[config.mk]
export PLATFORM = sky130hd
export DESIGN_NAME = mem_access_ctrl
export DESIGN_NICKNAME = d
export VERILOG_FILES = /design/src/rtl/mem_access_ctrl.sv
export SDC_FILE = /design/constraint.sdc
export NUM_CORES = 1
export LEC_CHECK = 0
export ABC_AREA = 1
export BUFFER_PORTS_ARGS = -buffer_cell sky130_fd_sc_hd__buf_2
export CORE_AREA = 2 2 113 115
export DETAILED_ROUTE_END_ITERATION = 6
export DIE_AREA = 0 0 115 117
export PLACE_DENSITY = 0.65
export SETUP_SLACK_MARGIN = 0.5
export SLEW_MARGIN = 30
export SYNTH_ARGS = -nofsm -noshare
export SYNTH_HDL_FRONTEND = slang
export SYNTH_SLANG_ARGS = --single-unit
[constraint.sdc]
create_clock -name clk -period 6.3 [get_ports clk]
set_clock_uncertainty 0.05 [all_clocks]
set_input_delay 1.26 -clock clk [delete_from_list [all_inputs] [get_ports clk]]
set_output_delay 1.26 -clock clk [all_outputs]
set_load 0.01 [all_outputs]
[src/rtl/mem_access_ctrl.sv]
// Load/store controller for the data RAM port: handles byte, halfword and word accesses.
// Sub-word loads are extended here, and sub-word stores are done as a read-modify-write.
module mem_access_ctrl #(
    parameter int DW       = 32,
    parameter int ADDR_BIT = 12
) (
    input  logic                  clk,
    input  logic                  rst,
    input  logic                  req_valid_i,
    output logic                  req_ready_o,
    input  logic                  req_we_i,
    input  logic [ADDR_BIT+1:0]   req_addr_i,
    input  logic [1:0]            req_size_i,
    input  logic                  req_unsigned_i,
    input  logic [DW-1:0]         req_wdata_i,
    output logic                  rsp_valid_o,
    output logic [DW-1:0]         rsp_rdata_o,
    output logic                  rsp_err_o,
    output logic                  ram_wen_o,
    output logic [ADDR_BIT-1:0]   ram_waddr_o,
    output logic [DW-1:0]         ram_wdata_o,
    output logic                  ram_ren_o,
    output logic [ADDR_BIT-1:0]   ram_raddr_o,
    input  logic [DW-1:0]         ram_rdata_i
);

    typedef enum logic [1:0] {IDLE, LD_WAIT, RMW} state_t;

    localparam logic [1:0] SZ_BYTE = 2'b00;
    localparam logic [1:0] SZ_HALF = 2'b01;
    localparam logic [1:0] SZ_WORD = 2'b10;

    state_t state, state_next;

    logic                accept;
    logic                misaligned;
    logic                word_store;
    logic [ADDR_BIT-1:0] req_word;

    logic [ADDR_BIT-1:0] cap_addr;
    logic [1:0]          cap_lane;
    logic [1:0]          cap_size;
    logic                cap_unsigned;
    logic [15:0]         cap_wdata;

    logic [7:0]          sel_byte;
    logic [15:0]         sel_half;
    logic [DW-1:0]       load_data;
    logic [DW-1:0]       merge_data;

    assign req_word    = req_addr_i[ADDR_BIT+1:2];
    assign req_ready_o = (state == IDLE) && !rst;
    assign accept      = req_valid_i && req_ready_o;
    assign word_store  = req_we_i && (req_size_i == SZ_WORD);

    always_comb begin
        misaligned = 1'b0;
        case (req_size_i)
            SZ_HALF: misaligned = req_addr_i[0];
            SZ_WORD: misaligned = (req_addr_i[1:0] != 2'b00);
            SZ_BYTE: misaligned = 1'b0;
            default: misaligned = 1'b1;
        endcase
    end

    always_comb begin
        sel_byte = ram_rdata_i[7:0];
        case (cap_lane)
            2'd0: sel_byte = ram_rdata_i[7:0];
            2'd1: sel_byte = ram_rdata_i[15:8];
            2'd2: sel_byte = ram_rdata_i[23:16];
            2'd3: sel_byte = ram_rdata_i[31:24];
            default: sel_byte = ram_rdata_i[7:0];
        endcase
        sel_half = cap_lane[1] ? ram_rdata_i[31:16] : ram_rdata_i[15:0];

        load_data = ram_rdata_i;
        if (cap_size == SZ_BYTE)
            load_data = {{24{~cap_unsigned & sel_byte[7]}}, sel_byte};
        else if (cap_size == SZ_HALF)
            load_data = {{16{~cap_unsigned & sel_half[15]}}, sel_half};
    end

    // Only the addressed byte lane(s) are replaced; the rest of the word comes from the RAM read.
    always_comb begin
        merge_data = ram_rdata_i;
        if (cap_size == SZ_HALF) begin
            if (cap_lane[1])
                merge_data[31:16] = cap_wdata;
            else
                merge_data[15:0] = cap_wdata;
        end else begin
            case (cap_lane)
                2'd0: merge_data[7:0]   = cap_wdata[7:0];
                2'd1: merge_data[15:8]  = cap_wdata[7:0];
                2'd2: merge_data[23:16] = cap_wdata[7:0];
                2'd3: merge_data[31:24] = cap_wdata[7:0];
                default: merge_data = ram_rdata_i;
            endcase
        end
    end

    always_ff @(posedge clk) begin
        if (rst)
            state <= IDLE;
        else
            state <= state_next;
    end

    always_comb begin
        state_next  = state;
        ram_wen_o   = 1'b0;
        ram_waddr_o = '0;
        ram_wdata_o = '0;
        ram_ren_o   = 1'b0;
        ram_raddr_o = '0;
        case (state)
            IDLE: begin
                if (accept && !misaligned) begin
                    if (word_store) begin
                        ram_wen_o   = 1'b1;
                        ram_waddr_o = req_word;
                        ram_wdata_o = req_wdata_i;
                    end else begin
                        ram_ren_o   = 1'b1;
                        ram_raddr_o = req_word;
                        state_next  = req_we_i ? RMW : LD_WAIT;
                    end
                end
            end
            LD_WAIT: state_next = IDLE;
            RMW: begin
                // A reset arriving here abandons the write.
                if (!rst) begin
                    ram_wen_o   = 1'b1;
                    ram_waddr_o = cap_addr;
                    ram_wdata_o = merge_data;
                end
                state_next = IDLE;
            end
            default: state_next = IDLE;
        endcase
    end

    always_ff @(posedge clk) begin
        if (accept) begin
            cap_addr     <= req_word;
            cap_lane     <= req_addr_i[1:0];
            cap_size     <= req_size_i;
            cap_unsigned <= req_unsigned_i;
            cap_wdata    <= req_wdata_i[15:0];
        end
    end

    always_ff @(posedge clk) begin
        if (rst) begin
            rsp_valid_o <= 1'b0;
            rsp_rdata_o <= '0;
            rsp_err_o   <= 1'b0;
        end else begin
            rsp_valid_o <= 1'b0;
            case (state)
                IDLE: begin
                    if (accept && misaligned) begin
                        rsp_valid_o <= 1'b1;
                        rsp_err_o   <= 1'b1;
                        rsp_rdata_o <= '0;
                    end else if (accept && word_store) begin
                        rsp_valid_o <= 1'b1;
                        rsp_err_o   <= 1'b0;
                        rsp_rdata_o <= '0;
                    end
                end
                LD_WAIT: begin
                    rsp_valid_o <= 1'b1;
                    rsp_err_o   <= 1'b0;
                    rsp_rdata_o <= load_data;
                end
                RMW: begin
                    rsp_valid_o <= 1'b1;
                    rsp_err_o   <= 1'b0;
                    rsp_rdata_o <= '0;
                end
                default: ;
            endcase
        end
    end

endmodule

==> run_results.csv <==
group,metric,value,unit
floorplan,die_y,117,um
final_layout,final_core_util,47.2,%
power_and_ir_drop,switching_share,27.3,%
critical_path,cp-end-kind,"output pin",
detailed_routing,wl_per_cell,15.4,um
final_layout,stdcell_count,1010,
grt,grt_first_pass_wirelength,24300,um
power_and_ir_drop,power.share.sequential,41.4,%
critical_path,crit_fanout,34,
grt,grt_pass1_vias,4782,
cts,clock_sinks,69,
sta,hold_viol,0,
cts,cts_resized,0,
job,drv_cap,0,
critical_path,crit_slowest_cell,"nand2_1",
sta,setup_viol,0,
sta,fmax,218,MHz
detailed_routing,drtAntennaViolNets,0,
placement,post_dp_cell_area,5500,um^2
critical_path,slowest_delay,0.42,ns
detailed_routing,dr.pass1.iters,5,
placement,dpl.hpwl,11400,um
detailed_routing,first_iter_violations,396,
critical_path,crit_required,4.99,ns
floorplan,die_w,115,um
floorplan,die-area,13500,um^2
logic_synthesis,synth-xor-area-share,0,%
placement,routabilityCongestion,0.919,
final_layout,final_nets,945,
floorplan,ios,178,
logic_synthesis,synth_top_family_by_area,"simple AND/OR/NAND/NOR gates",
sta,whs,0.418,ns
logic_synthesis,synth_compound_area_share,16.1,%
grt,grt-ovfl-total,0,
cts,h-tree-depth,3,
power_and_ir_drop,power_frac_comb,15.9,%
placement,io_buffers,177,
power_and_ir_drop,peakVddDrop,145,uV
cts,cts_tree,"built",
logic_synthesis,seq_area_frac_synth,37.4,%
power_and_ir_drop,power_switching,326,uW
grt,antenna_found_initial,1,
floorplan,num_rows,41,
sta,relSlewSlack,48.0,%
cts,cts_setup_buffers,0,
detailed_routing,vias_per_cell,5.11,
sta,rsz0062_at_grt,"false",
detailed_routing,vias,5163,
sta,slew_viol_final,0,
worst_hold_path,hold_path_class,"register to register",
sta,period_minus_slack,4.59,ns
grt,grt_use_total,23.2,%
power_and_ir_drop,total_power,1.20,mW
critical_path,crit_chain,"buf_2 > inv_2 > nand2_4 > nor2_8 > nand2_1 > inv_2 > nand2_1 > o21ai_0 > buf_2",
cts,cts.clk_slew.worst_paths,0.05,ns
power_and_ir_drop,p_int,869,uW
grt,grt_max_degree,36,
sta,fin_ws,1.71,ns
power_and_ir_drop,power_density,206,nW/um^2
logic_synthesis,yosys_warnings,0,
critical_path,crit_buf_inv,4,
critical_path,critical-path-top-delay-family,"buffers and inverters",
final_layout,antenna_cells,0,
cts,cts_buffers,9,
cts,cts_buffer_depth,2,
floorplan,core,12300,um^2
logic_synthesis,syn_inst,700,
sta,finalCritPeriodShare,72.8,%
logic_synthesis,post_synth_mux_area_share,0,%
final_layout,nFillCells,1345,
cts,clk_latency,0.34,ns
detailed_routing,drc,0,
final_layout,fin_area,5810,um^2
critical_path,cp_data_arrival_time,3.28,ns
critical_path,start_kind,"input pin",
logic_synthesis,avgSynthCellArea,6.54,um^2
logic_synthesis,yosys.area_share.simple,35.0,%
placement,pre_cts_slack,1.71,ns
logic_synthesis,ys_seq_elements,69,
status,status,"finished, final reports clean",
final_layout,drive_above_1_share,25.8,%
logic_synthesis,syn-num-nets,790,
power_and_ir_drop,p_leak,2.87,nW
final_layout,area_delta_synth_final,26.9,%
logic_synthesis,synthDistinctLibCells,32,
cts,holdBufCountCts,0,
logic_synthesis,synth_fa_ha_area_share,1.37,%
cts,root_buffer,"clkbuf_16",
floorplan,start_util,37.2,%
logic_synthesis,synth_area,4580,um^2
detailed_routing,drt-total-wl,15500,um
power_and_ir_drop,clkPwrFrac,42.7,%
placement,dp_cells,994,
critical_path,crit_type,"input pin to output pin",
sta,worstMarginPinSlew,0.779,ns
sta,fin_tns_setup,0,ns
[placed cells by master (no fill, tap or decap)]
cell type / n
buf_2: 177
nor2_1: 175
nand2_1: 141
inv_1: 63
nand3_1: 47
o21ai_0: 41
dfxtp_1: 36
edfxtp_1: 33
o21ai_1: 27
a21oi_1: 25
o221ai_1: 14
inv_2: 13
clkbuf_16: 11
o211ai_1: 7
nand4_1: 7
o21a_1: 7
ha_1: 5
nand2_2: 4
a31oi_1: 3
buf_4: 3
nor2_2: 2
clkinv_1: 2
nor2_4: 2
or2_1: 2
nand3_2: 2
clkbuf_4: 2
nand2_4: 1
nor2_8: 1
a211oi_1: 1
nand3_4: 1
o21bai_1: 1
a21oi_2: 1
clkinvlp_4: 1
clkinv_2: 1
clkbuf_1: 1
[final cells by class]
cell class | instances | area [um^2] | area share, %
clock buffer | 14 | 294 | 5.06
clock inverter | 2 | 12.5 | 0.215
inverter | 78 | 293 | 5.04
multi-input combinational | 517 | 2400 | 41.4
sequential | 69 | 1710 | 29.5
tap | 150 | 188 | 3.23
timing repair buffer | 180 | 908 | 15.6
[sequential cells by signal (all words and copies together) (netlist names)]
| signal | flops |
|---|---|
| cap_addr | 12 |
| cap_lane | 2 |
| cap_size | 2 |
| cap_unsigned | 1 |
| cap_wdata | 16 |
| rsp_err_o | 1 |
| rsp_rdata_o | 32 |
| rsp_valid_o | 1 |
| state | 2 |
[synthesized netlist by cell type]
library cell	count	share of area [%]
nor2_1	176	14
nand2_1	142	12
inv_1	63	5.2
nand3_1	47	5.1
o21ai_0	41	4.5
dfxtp_1	36	16
edfxtp_1	33	22
o21ai_1	27	3.0
a21oi_1	25	2.7
clkbuf_1	23	1.9
o221ai_1	14	2.7
inv_2	13	1.1
buf_2	8	0.87
nand4_1	7	0.96
o211ai_1	7	1.1
o21a_1	7	1.1
ha_1	5	1.4
a31oi_1	3	0.41
buf_6	3	0.74
nand2_2	3	0.41
buf_4	2	0.33
clkinv_1	2	0.16
nand3_2	2	0.44
nor2_4	2	0.49
or2_1	2	0.27
a211oi_1	1	0.16
a21oi_2	1	0.19
nand2_4	1	0.25
nand3_4	1	0.38
nor2_2	1	0.14
nor2_8	1	0.44
o21bai_1	1	0.16
[power by group through the flow]
stage / Clock, mW / Combinational, mW / Sequential (mW)
after floorplan: 0 / 0.111 / 0.501
after global placement: 0 / 0.187 / 0.504
after detailed placement: 0 / 0.187 / 0.504
after CTS: 0.519 / 0.188 / 0.494
after global routing: 0.537 / 0.211 / 0.496
final: 0.511 / 0.190 / 0.495
[worst reg2reg max path: stages, from the launching register on]
cell and delay, ns:
dfxtp_1 0.35, inv_1 0.12, ha_1 0.27, nand2_4 0.10, nor2_8 0.09, buf_4 0.42
nand3_2 0.21, nand3_4 0.15, nand3_2 0.45, nor2_1 0.32, nor2_1 0.06, nor2_1 0.08
[path summary, 6_finish.rpt]
check	cells past startpoint	from	end	slack (ns)
hold reg to reg	2	rsp_err_o	rsp_err_o	0.42
setup / recovery	9	rst	ram_waddr_o[0]	1.71
hold / removal	2	rsp_err_o	rsp_err_o	0.42
setup reg to reg	11	state[1]	rsp_rdata_o[10]	3.57
[logic make-up (layout without fill, tap and decap cells)]
logic type                 after synthesis  after routing
DFF                                     69             69
AOI/OAI and AO/OA                      127            127
buffers and inverters                  114            274
adders and majority gates                5              5
and+or+nand+nor                        385            385
[layer usage]
metal | GRT usage, % | vias up | part of all wire, %
met3 | 6.49 | 26 | 8.2
li1 | - | 2577 | -
met4 | 8.19 | 0 | 2.3
met2 | 38.4 | 210 | 47
met5 | 0 | - | 0
met1 | 29.3 | 2350 | 43
(Power assumes the default switching activity.)
